## src/rtl/serial_paralelo_pkg.sv

```systemverilog
// Shared definitions for the serial link: comma symbol, lock threshold and
// the receiver/transmitter state encoding (also reused by paralelo_serial).
package serial_paralelo_pkg;

    typedef logic [7:0] byte_t;

    // K28.5 comma, used as idle and as the alignment marker.
    localparam byte_t       COM_K28_5         = 8'hBC;
    localparam int unsigned COM_COUNT_DEFAULT = 4;

    typedef enum logic [1:0] {
        StSearch = 2'd0,
        StAlign  = 2'd1,
        StActive = 2'd2
    } link_state_e;

endpackage

```

## src/rtl/serial_paralelo_if.sv

```systemverilog
// Serial-to-parallel link bundle.
//   data_in   : serial bit stream, MSB of each byte first
//   data_out  : recovered byte
//   valid_out : one-cycle qualifier for data_out
//   active    : byte alignment locked
// master = stream source / byte consumer side, slave = the deserializer.
interface serial_paralelo_if;

    logic                        data_in;
    serial_paralelo_pkg::byte_t  data_out;
    logic                        valid_out;
    logic                        active;

    modport master (
        output data_in,
        input  data_out,
        input  valid_out,
        input  active
    );

    modport slave (
        input  data_in,
        output data_out,
        output valid_out,
        output active
    );

endinterface

```

## src/rtl/serial_paralelo.sv

```systemverilog
// Serial-to-parallel receiver with comma-based byte alignment.
// Searches the bit stream for COM at any bit phase, then requires COM_COUNT
// consecutive byte-aligned COMs before locking. Once locked, every non-COM
// byte is presented on data_out with a one-cycle valid_out pulse; COM bytes
// are treated as idle. Lock is only lost through reset.
// Ports:
//   clk    : clock, all state on rising edge
//   reset  : synchronous, active-high reset
//   bus    : serial_paralelo_if.slave (data_in, data_out, valid_out, active)
module serial_paralelo
    import serial_paralelo_pkg::*;
#(
    parameter byte_t       COM       = COM_K28_5,
    parameter int unsigned COM_COUNT = COM_COUNT_DEFAULT
) (
    input  logic             clk,
    input  logic             reset,
    serial_paralelo_if.slave bus
);

    localparam int unsigned     CntW   = (COM_COUNT < 2) ? 1 : $clog2(COM_COUNT + 1);
    localparam logic [CntW-1:0] CntMax = CntW'(COM_COUNT);

    link_state_e     state_q, state_d;
    // Only the last seven bits are stored: together with data_in they form
    // the full 8-bit window, so the oldest bit never needs to be kept.
    logic [6:0]      shift_q, shift_d;
    logic [2:0]      bit_cnt_q, bit_cnt_d;
    logic [CntW-1:0] com_cnt_q, com_cnt_d;
    byte_t           data_q, data_d;
    logic            valid_q, valid_d;
    logic            active_q;

    byte_t           next_byte;
    logic            is_com;
    logic            boundary;
    logic [CntW-1:0] cnt_inc;

    always_comb begin
        next_byte = {shift_q, bus.data_in};
        is_com    = (next_byte == COM);
        boundary  = (bit_cnt_q == 3'd7);
        cnt_inc   = com_cnt_q + CntW'(1);

        shift_d   = next_byte[6:0];
        state_d   = state_q;
        bit_cnt_d = bit_cnt_q + 3'd1;
        com_cnt_d = com_cnt_q;
        data_d    = data_q;
        valid_d   = 1'b0;

        unique case (state_q)
            StSearch: begin
                // Bit counter is parked until a COM fixes the byte phase.
                bit_cnt_d = '0;
                if (is_com) begin
                    com_cnt_d = CntW'(1);
                    state_d   = (COM_COUNT <= 1) ? StActive : StAlign;
                end
            end
            StAlign: begin
                if (boundary) begin
                    if (is_com) begin
                        com_cnt_d = (com_cnt_q == CntMax) ? com_cnt_q : cnt_inc;
                        if (com_cnt_d == CntMax) begin
                            state_d = StActive;
                        end
                    end else begin
                        com_cnt_d = '0;
                        state_d   = StSearch;
                    end
                end
            end
            StActive: begin
                // COM bytes are idle: no pulse, data_out keeps the last byte.
                if (boundary && !is_com) begin
                    data_d  = next_byte;
                    valid_d = 1'b1;
                end
            end
            default: begin
                state_d = StSearch;
            end
        endcase
    end

    always_ff @(posedge clk) begin
        if (reset) begin
            state_q   <= StSearch;
            shift_q   <= '0;
            bit_cnt_q <= '0;
            com_cnt_q <= '0;
            data_q    <= '0;
            valid_q   <= 1'b0;
            active_q  <= 1'b0;
        end else begin
            state_q   <= state_d;
            shift_q   <= shift_d;
            bit_cnt_q <= bit_cnt_d;
            com_cnt_q <= com_cnt_d;
            data_q    <= data_d;
            valid_q   <= valid_d;
            active_q  <= (state_d == StActive);
        end
    end

    assign bus.data_out  = data_q;
    assign bus.valid_out = valid_q;
    assign bus.active    = active_q;

endmodule

```

## src/flat_wrapper.sv

```systemverilog
// flat-port wrapper written by rule: the top's interface ports become plain ports
module serial_paralelo_flat import serial_paralelo_pkg::*;
#(
    parameter byte_t       COM       = COM_K28_5,
    parameter int unsigned COM_COUNT = COM_COUNT_DEFAULT
)
  (clk, reset, bus_data_in, bus_data_out, bus_valid_out, bus_active);
  serial_paralelo_if bus_i ();
  input  logic clk;
  input  logic reset;
  input wire logic [$bits(bus_i.data_in)-1:0] bus_data_in;
  output wire logic [$bits(bus_i.data_out)-1:0] bus_data_out;
  output wire logic [$bits(bus_i.valid_out)-1:0] bus_valid_out;
  output wire logic [$bits(bus_i.active)-1:0] bus_active;
  assign bus_i.data_in = bus_data_in;
  assign bus_data_out = bus_i.data_out;
  assign bus_valid_out = bus_i.valid_out;
  assign bus_active = bus_i.active;
  serial_paralelo #(.COM(COM), .COM_COUNT(COM_COUNT)) u_core (.clk(clk), .reset(reset), .bus(bus_i));
endmodule
```

## config.mk

```make
export PLATFORM = sky130hd
export DESIGN_NAME = serial_paralelo_flat
export DESIGN_NICKNAME = d
export VERILOG_FILES = /design/src/rtl/serial_paralelo_pkg.sv /design/src/rtl/serial_paralelo_if.sv /design/src/rtl/serial_paralelo.sv /design/src/flat_wrapper.sv
export SDC_FILE = /design/constraint.sdc
export NUM_CORES = 1
export LEC_CHECK = 0
export ABC_AREA = 0
export BUFFER_PORTS_ARGS = -buffer_cell sky130_fd_sc_hd__buf_4
export CAP_MARGIN = 15
export CORE_MARGIN = 4
export CORE_UTILIZATION = 30
export CTS_CLUSTER_SIZE = 24
export DETAILED_ROUTE_END_ITERATION = 8
export GPL_ROUTABILITY_DRIVEN = 0
export SLEW_MARGIN = 20
export SYNTH_ARGS = -nofsm -noshare
export SYNTH_HDL_FRONTEND = slang
export SYNTH_SLANG_ARGS = --single-unit
```

## constraint.sdc

```tcl
create_clock -name clk -period 4.9 [get_ports clk]
set_input_delay 0.49 -clock clk [delete_from_list [all_inputs] [get_ports clk]]
set_output_delay 0.49 -clock clk [all_outputs]
set_load 0.02 [all_outputs]
```

==> results of run 1 <==
[state kept, by name, summed over array words and instances (netlist names)]
register / flops
u_core.bus.data_out: 8
u_core.shift_q: 7
u_core.bit_cnt_q: 3
u_core.com_cnt_q: 3
u_core.state_q: 2
u_core.bus.active: 1
u_core.bus.valid_out: 1
[cell usage after synthesis]
cell type,count
o41ai_1,3
nor2_1,4
inv_1,4
ha_1,4
a21bo_2,1
o21ai_0,1
and2_1,2
o2111ai_4,1
nand2_1,2
clkbuf_1,3
o32ai_1,1
mux2_2,7
nand3b_1,8
or3_1,1
o32ai_2,1
and3_1,1
a31o_2,1
or4b_4,1
mux2i_1,1
nor4b_1,1
o22ai_1,1
nor3_1,1
o211a_1,1
nand4bb_1,1
nor2b_1,14
and4_1,1
nand4_1,1
dfxtp_1,25
nand2b_1,2
a31oi_1,1
[area by class of cell]
cell class                 instances  area [um^2]  share of cell area (%)
clock buffer                       4         26.3                    2.16
inverter                           4         15.0                    1.24
multi-input combinational         64          524                    43.2
sequential                        25          500                    41.2
tap                               46         57.6                    4.74
timing repair buffer              12         90.1                    7.42
[metal layers]
metal,wire (um),vias to the layer above,part of all wire [%],GRT usage [%]
met2,919,10,49,17.1
met1,884,348,47,11.4
met3,55,2,2.9,1.66
met4,17,0,0.91,4.56
met5,0,-,0,0
li1,-,370,-,-
[through the flow]
step	power [mW]	hold slack, ns	utilization, %
3_5_place_dp	0.217	0.423	35.3
6_report	0.300	0.437	36.1
3_3_place_gp	0.216	0.415	35.3
4_1_cts	0.306	0.442	36.1
5_1_grt	0.317	0.441	36.1
2_1_floorplan	0.214	0.404	-
[final timing paths]
| path | endpoint | slack [ns] | cells past startpoint |
|---|---|---|---|
| max | u_core.bus.data_out[2]$_SDFFE_PP0P_ | 3.10 | 3 |
| min | u_core.bit_cnt_q[0]$_SDFF_PP0_ | 0.44 | 1 |
| max reg2reg | u_core.bus.data_out[2]$_SDFFE_PP0P_ | 3.10 | 3 |
| min reg2reg | u_core.bit_cnt_q[0]$_SDFF_PP0_ | 0.44 | 1 |
[critical path, stage by stage, from the launching register on]
cell and delay (ns):
dfxtp_1 0.35, or4b_4 0.58, o2111ai_4 0.39, mux2_2 0.39
[power breakdown]
group          internal [mW]  leakage (nW)  switching [mW]
Clock                 0.0317        0.0150          0.0558
Sequential             0.205         0.202        0.000774
Combinational        0.00261         0.259         0.00424
[logic make-up (layout without fill, tap and decap cells)]
group | count (synthesis) | after routing | synth area share, %
adders and majority gates | 4 | 4 | 4.76
muxes | 8 | 8 | 8.45
buffers and inverters | 7 | 20 | 2.50
and+or+nand+nor | 40 | 40 | 24.9
DFF | 25 | 25 | 47.6
AOI/OAI and AO/OA | 12 | 12 | 11.8
==> impl_metrics.env, run 1 <==
export IMPL_dr_pass1_iters=4
export IMPL_hold_viol_final=0
export IMPL_grt_overflow=0
export IMPL_core_um2=3360
export IMPL_yosys_warnings=0
export IMPL_preCtsSetupSlack_ns=2.83
export IMPL_min_period_over_period_pct=36.8
export IMPL_final_layout_size_suffix_gt1_share_pct=24.8
export IMPL_ir_worst_vdd_uv=131
export IMPL_clockBufferDepth=2
export IMPL_hp_class="register to register"
export IMPL_ctsResizeCount=0
export IMPL_placed_cells=151
export IMPL_min_from="u_core.bit_cnt_q[0]$_SDFF_PP0_"
export IMPL_drcViolationCount=0
export IMPL_clock_sinks=25
export IMPL_setup_viol=0
export IMPL_p_per_area_nw_per_um2=247
export IMPL_clock_skew_ns=0.00486
export IMPL_syn_inst=96
export IMPL_final_cell_mix="dfxtp_1, nor2b_1, buf_4"
export IMPL_n_fill_cell=365
export IMPL_rsz0062_at_grt="no"
export IMPL_die_y_um=67.2
export IMPL_grt_max_degree=30
export IMPL_min_period_ns=1.80
export IMPL_synthesis_nets=103
export IMPL_required_ns=5.10
export IMPL_syn_cell_area_um2=1050
export IMPL_port_buffers=12
export IMPL_cp_max_fo=9
export IMPL_tns_ns=0
export IMPL_die_w_um=67.2
export IMPL_run_status="complete, no violations"
export IMPL_synth_largest_type_area_fraction_pct=47.6
export IMPL_leakage_nw=0.476
export IMPL_cts_tree="yes"
export IMPL_avgSynthCellArea_um2=10.9
export IMPL_num_vias=730
export IMPL_end_kind="register"
export IMPL_r2r_start="u_core.shift_q[5]$_SDFF_PP0_"
export IMPL_antenna_found_initial=0
export IMPL_cts_htree_levels=1
export IMPL_arrival_ns=2.01
export IMPL_hpwlAfterDp_um=1300
export IMPL_grt_usage_pct=9.73
export IMPL_startpoint="u_core.shift_q[5]$_SDFF_PP0_"
export IMPL_place_area_um2=1190
export IMPL_cts_root_buf="clkbuf_4"
export IMPL_fmax_ghz=0.554
export IMPL_drv_cap=0
export IMPL_start_util_pct=31.2
export IMPL_ios=13
export IMPL_grt_pass1_vias=754
export IMPL_critPathLaunchType="register"
export IMPL_grt_pass1_wl_um=3330
export IMPL_rows=21
export IMPL_viasPerCell=4.71
export IMPL_die_area_um2=4510
export IMPL_wl_um=1880
export IMPL_yosysUniqueCellTypes=30
export IMPL_max_slew_worst_pin_slew_ns=0.429
export IMPL_drv_slew=0
export IMPL_n_antenna_cell=0
export IMPL_ctsHoldBuffers=0
export IMPL_synthToLayoutAreaGrowth_pct=15.5
export IMPL_wl_per_cell_um=12.1
export IMPL_clock_latency_ns=0.30
export IMPL_relSlewSlack_pct=71.0
export IMPL_synth_largest_area_cell="dfxtp_1"
export IMPL_drt_first_iter_violations=8
export IMPL_ys_ff_latch=25
export IMPL_yosysSeqAreaShare_pct=47.6
export IMPL_antenna_left=0
export IMPL_cts_setup_buffers=0
export IMPL_fin_area_um2=1210
export IMPL_clk_pin_slew_worst_paths_ns=0.13
export IMPL_fin_nets=117
export IMPL_fin_ws_ns=3.10
export IMPL_path_class="register to register"
export IMPL_synth_area_leaders="dfxtp_1, nor2b_1, mux2_2, nand3b_1, ha_1"
export IMPL_layout_commonest_cell="dfxtp_1"
export IMPL_cts_buffers=3
export IMPL_layout_cells_non_filler=155
No activity file was read; power rests on OpenSTA's default activity.
==> run 2, diff against run 1 <==
==> constraint.sdc (replaced) <==
create_clock -name clk -period 1.6 [get_ports clk]
set_input_delay 0.16 -clock clk [delete_from_list [all_inputs] [get_ports clk]]
set_output_delay 0.16 -clock clk [all_outputs]
set_load 0.02 [all_outputs]
==> run 2 against run 1 <==
Net effect: the run now ends with setup timing left; clock skew increased by 0.0046 ns; final cell count increased by 5.2%; count of clock-buffer cells in the layout unchanged; power increased to 3.1 times the previous value; first-iteration DRC count increased by 25%; combinational power increased to 3.8 times the previous value; wire length increased by 16%; critical endpoint is now u_core.com_cnt_q[2]$_SDFFE_PP0P_; largest cell class unchanged; largest power group unchanged.
==> impl_metrics.env, run 2 (synthesis results as in run 1) <==
export IMPL_drv_slew=0
export IMPL_layout_commonest_cell="dfxtp_1"
export IMPL_clock_sinks=25
export IMPL_leakage_nw=0.530
export IMPL_switchingPower_mw=0.190
export IMPL_setup_viol=9
export IMPL_cts_htree_levels=1
export IMPL_grt_pass1_wl_um=3680
export IMPL_die_area_um2=4510
export IMPL_min_period_ns=1.67
export IMPL_finalPower_mw=0.924
export IMPL_n_antenna_cell=0
export IMPL_max_slew_worst_pin_slew_ns=0.357
export IMPL_wl_per_cell_um=13.3
export IMPL_num_vias=790
export IMPL_largest_reg_flops=8
export IMPL_drcViolationCount=0
export IMPL_clockBufferDepth=2
export IMPL_seq_power_share_pct=68.1
export IMPL_die_w_um=67.2
export IMPL_tns_ns=-0.499
export IMPL_min_period_over_period_pct=105
export IMPL_core_um2=3360
export IMPL_drv_cap=0
export IMPL_dr_pass1_iters=4
export IMPL_n_fill_cell=359
export IMPL_fin_util_pct=39.6
export IMPL_ctsHoldBuffers=0
export IMPL_cp_max_fo=4
export IMPL_rsz0062_at_grt="yes"
export IMPL_p_clk_share_pct=29.1
export IMPL_whs_ns=0.151
export IMPL_ir_worst_vdd_uv=455
export IMPL_grt_usage_pct=10.5
export IMPL_die_y_um=67.2
export IMPL_place_area_um2=1230
export IMPL_clock_skew_ns=0.00943
export IMPL_port_buffers=12
export IMPL_slowest_stage="or4b_4"
export IMPL_fin_nets=125
export IMPL_end_kind="register"
export IMPL_fin_area_um2=1330
export IMPL_cts_buffers=3
export IMPL_required_ns=1.82
export IMPL_ios=13
export IMPL_viasPerCell=4.85
export IMPL_critPathLaunchType="register"
export IMPL_p_int_mw=0.733
export IMPL_cts_root_buf="clkbuf_4"
export IMPL_clk_pin_slew_worst_paths_ns=0.13
export IMPL_p_per_area_nw_per_um2=693
export IMPL_violations="setup timing"
export IMPL_clock_latency_ns=0.31
export IMPL_final_cell_mix="dfxtp_1, buf_4, nor2b_1"
export IMPL_hpwlAfterDp_um=1440
export IMPL_relSlewSlack_pct=76.2
export IMPL_start_util_pct=31.2
export IMPL_final_layout_size_suffix_gt1_share_pct=35.0
export IMPL_path_class="register to register"
export IMPL_run_status="finished with violations"
export IMPL_drt_first_iter_violations=10
export IMPL_antenna_left=0
export IMPL_hp_class="input port to register"
export IMPL_grt_max_degree=30
export IMPL_fin_ws_ns=-0.0725
export IMPL_grt_pass1_vias=820
export IMPL_synthToLayoutAreaGrowth_pct=26.8
export IMPL_cpPeakStageDelay_ns=0.57
export IMPL_fmax_ghz=0.598
export IMPL_rows=21
export IMPL_power_frac_comb_pct=2.8
export IMPL_wl_um=2170
export IMPL_path_cells="or4b_4 -> or3_4 -> o32ai_2"
export IMPL_cts_tree="yes"
export IMPL_hold_viol_final=0
export IMPL_grt_overflow=0
export IMPL_antenna_found_initial=0
export IMPL_arrival_ns=1.89
export IMPL_swShare_pct=20.6
## run 2: final timing paths
path | cells past startpoint | slack [ns] | start | end
setup reg to reg | 3 | -0.07 | u_core.shift_q[5]$_SDFF_PP0_ | u_core.com_cnt_q[2]$_SDFFE_PP0P_
hold / removal | 2 | 0.15 | bus_data_in | u_core.shift_q[0]$_SDFF_PP0_
hold reg to reg | 1 | 0.47 | u_core.bit_cnt_q[0]$_SDFF_PP0_ | u_core.bit_cnt_q[0]$_SDFF_PP0_
setup / recovery | 3 | -0.07 | u_core.shift_q[5]$_SDFF_PP0_ | u_core.com_cnt_q[2]$_SDFFE_PP0P_
## run 2: worst max-delay path, delay by kind of cell, from the launching register on
kind            cells  cell delay, ns
flops               1            0.35
compound gates      1            0.24
simple gates        2            1.00
## run 2: final cells by class
| class | count | area, um^2 | area share, % |
|---|---|---|---|
| clock buffers | 4 | 26.3 | 1.97 |
| inverters | 4 | 15.0 | 1.13 |
| multi-input cells | 65 | 584 | 43.8 |
| flip-flops and latches | 25 | 503 | 37.7 |
| well taps | 46 | 57.6 | 4.32 |
| repair buffers | 19 | 146 | 11.0 |
## run 2: power groups by stage
stage | clock, mW | sequential [mW] | combinational, mW
6_report | 0.269 | 0.629 | 0.0257
5_1_grt | 0.305 | 0.630 | 0.0278
4_1_cts | 0.283 | 0.629 | 0.0244
3_5_place_dp | 0 | 0.643 | 0.0243
3_3_place_gp | 0 | 0.642 | 0.0230
2_1_floorplan | 0 | 0.642 | 0.0148
## run 2: timing repair
item                       4_1_cts  5_1_grt
resized for setup                4        6
buffers inserted                 1        0
pin swaps                        3        1
cloned                           1        0
setup endpoints to repair       11       13
## run 2: through the flow
stage	instances	setup WS [ns]
after global routing	163	-0.131
final	163	-0.0725
after floorplan	96	-0.0421
after CTS	163	-0.0858
after global placement	157	-0.0964
after detailed placement	157	-0.128
## run 2: layer usage
metal  vias to the layer above  routed length [um]  global-route usage [%]
li1                        391                   -                       -
met1                       389                 954                    12.5
met2                         8                1140                    18.8
met3                         2                  54                    1.50
met4                         0                  19                    4.56
met5                         -                   0                       0
==> run 3, diff against run 2 <==
==> constraint.sdc (replaced) <==
create_clock -name clk -period 2 [get_ports clk]
set_input_delay 0.2 -clock clk [delete_from_list [all_inputs] [get_ports clk]]
set_output_delay 0.2 -clock clk [all_outputs]
set_load 0.02 [all_outputs]
==> run 3 against run 2 <==
Net effect: the flow now finishes without violations; clock skew decreased by 0.0066 ns; setup slack improved by 0.31 ns; final cell count down 4.3%; sequential power decreased by 20%; critical path type unchanged; critical endpoint is now u_core.bus.data_out[4]$_SDFFE_PP0P_; highest routed layer unchanged.
==> impl_metrics.env, run 3 (synthesis results as in run 1) <==
export IMPL_run_status="complete, no violations"
export IMPL_clockBufferDepth=2
export IMPL_r2r_start="u_core.shift_q[5]$_SDFF_PP0_"
export IMPL_critPathLaunchType="register"
export IMPL_grt_usage_pct=9.07
export IMPL_final_cell_mix="dfxtp_1, nor2b_1, buf_4"
export IMPL_clock_skew_ns=0.00281
export IMPL_start_util_pct=31.2
export IMPL_largest_reg_flops=8
export IMPL_max_slew_worst_pin_slew_ns=0.388
export IMPL_cpPeakStageDelay_ns=0.56
export IMPL_hpwlAfterDp_um=1330
export IMPL_antenna_found_initial=0
export IMPL_die_area_um2=4510
export IMPL_n_antenna_cell=0
export IMPL_p_per_area_nw_per_um2=606
export IMPL_cts_buffers=3
export IMPL_cts_setup_buffers=0
export IMPL_ctsResizeCount=0
export IMPL_tns_ns=0
export IMPL_viasPerCell=4.60
export IMPL_hold_viol_final=0
export IMPL_setup_viol=0
export IMPL_arrival_ns=1.99
export IMPL_drv_slew=0
export IMPL_final_layout_size_suffix_gt1_share_pct=26.4
export IMPL_ir_worst_vdd_uv=336
export IMPL_port_buffers=12
export IMPL_drv_cap=0
export IMPL_ctsHoldBuffers=0
export IMPL_wl_um=1760
export IMPL_cp_top_family="simple AND/OR/NAND/NOR gates"
export IMPL_fin_nets=118
export IMPL_cts_tree="yes"
export IMPL_fin_util_pct=36.3
export IMPL_cts_htree_levels=1
export IMPL_die_w_um=67.2
export IMPL_rsz0062_at_grt="no"
export IMPL_r2r_end="u_core.bus.data_out[4]$_SDFFE_PP0P_"
export IMPL_grt_overflow=0
export IMPL_holdPathStages=2
export IMPL_fmax_ghz=0.566
export IMPL_end_kind="register"
export IMPL_min_period_over_period_pct=88.3
export IMPL_clock_latency_ns=0.31
export IMPL_hp_class="input port to register"
export IMPL_drcViolationCount=0
export IMPL_reg2regPathDepth=3
export IMPL_clock_sinks=25
export IMPL_core_um2=3360
export IMPL_drt_first_iter_violations=6
export IMPL_die_y_um=67.2
export IMPL_clk_pin_slew_worst_paths_ns=0.13
export IMPL_dr_pass1_iters=4
export IMPL_required_ns=2.22
export IMPL_ff2ff_setup_slack_ns=0.23
export IMPL_grt_max_degree=30
export IMPL_ios=13
export IMPL_cp_max_fo=9
export IMPL_rows=21
export IMPL_wl_per_cell_um=11.3
export IMPL_leakage_nw=0.483
export IMPL_cts_root_buf="clkbuf_4"
export IMPL_slowest_stage="or4b_4"
export IMPL_min_from="bus_data_in"
export IMPL_hold_end="u_core.shift_q[0]$_SDFF_PP0_"
export IMPL_grt_pass1_wl_um=3130
export IMPL_path_cells="or4b_4 -> o2111ai_4 -> mux2_2"
export IMPL_relSlewSlack_pct=73.8
export IMPL_grt_pass1_vias=738
export IMPL_min_period_ns=1.77
export IMPL_num_vias=718
export IMPL_crit_buf_inv=0
export IMPL_path_class="register to register"
export IMPL_layout_commonest_cell="dfxtp_1"
export IMPL_antenna_left=0
export IMPL_synthToLayoutAreaGrowth_pct=16.3
## run 3: cell types whose count changed in the layout (fill, tap and decap cells not counted), sizes merged
| cell | before | now |
|---|---|---|
| o2111ai | 2 | 1 |
| clkbuf | 4 | 3 |
| clkinv | 0 | 1 |
| buf | 19 | 13 |
## run 3: final cells by class
class / count / area [um^2]
clock buffers: 3 / 22.5
clock inverters: 1 / 5.00
fillers: 371 / 2140
inverters: 4 / 15.0
multi-input cells: 64 / 524
flip-flops and latches: 25 / 500
well taps: 46 / 57.6
repair buffers: 13 / 97.6
## run 3: worst max path at each step
stage / from / endpoint / slack, ns / depth (start not counted)
floorplan: u_core.shift_q[5]$_SDFF_PP0_ / u_core.bus.data_out[0]$_SDFFE_PP0P_ / 0.34 / 3
global placement: u_core.shift_q[5]$_SDFF_PP0_ / u_core.bus.data_out[2]$_SDFFE_PP0P_ / 0.26 / 3
detailed placement: u_core.shift_q[5]$_SDFF_PP0_ / u_core.bus.data_out[5]$_SDFFE_PP0P_ / 0.24 / 3
CTS: u_core.shift_q[5]$_SDFF_PP0_ / u_core.bus.data_out[5]$_SDFFE_PP0P_ / 0.22 / 3
global route: u_core.shift_q[5]$_SDFF_PP0_ / u_core.bus.data_out[5]$_SDFFE_PP0P_ / 0.16 / 3
finish: u_core.shift_q[5]$_SDFF_PP0_ / u_core.bus.data_out[4]$_SDFFE_PP0P_ / 0.23 / 3
## run 3: metal layers
metal / GRT usage (%) / part of all wire [%] / wire length, um
met3: 1.50 / 3.0 / 53
met4: 5.32 / 0.91 / 16
met1: 10.8 / 48 / 843
met5: 0 / 0 / 0
met2: 15.2 / 48 / 847
## run 3: power by group
group	internal, mW	switching [mW]
sequential	0.501	0.00208
clock	0.0748	0.147
combinational	0.00639	0.0101
total	0.582	0.159
## run 3: through the flow
stage	total power, mW	hold WS [ns]	instance area, um^2	std cells	setup slack [ns]
finish	0.741	0.166	1220	156	0.234
global route	0.776	0.150	1220	156	0.156
CTS	0.753	0.157	1220	156	0.220
detailed placement	0.531	0.418	1190	152	0.238
global placement	0.531	0.415	1190	152	0.258
floorplan	0.525	0.362	1050	96	0.340
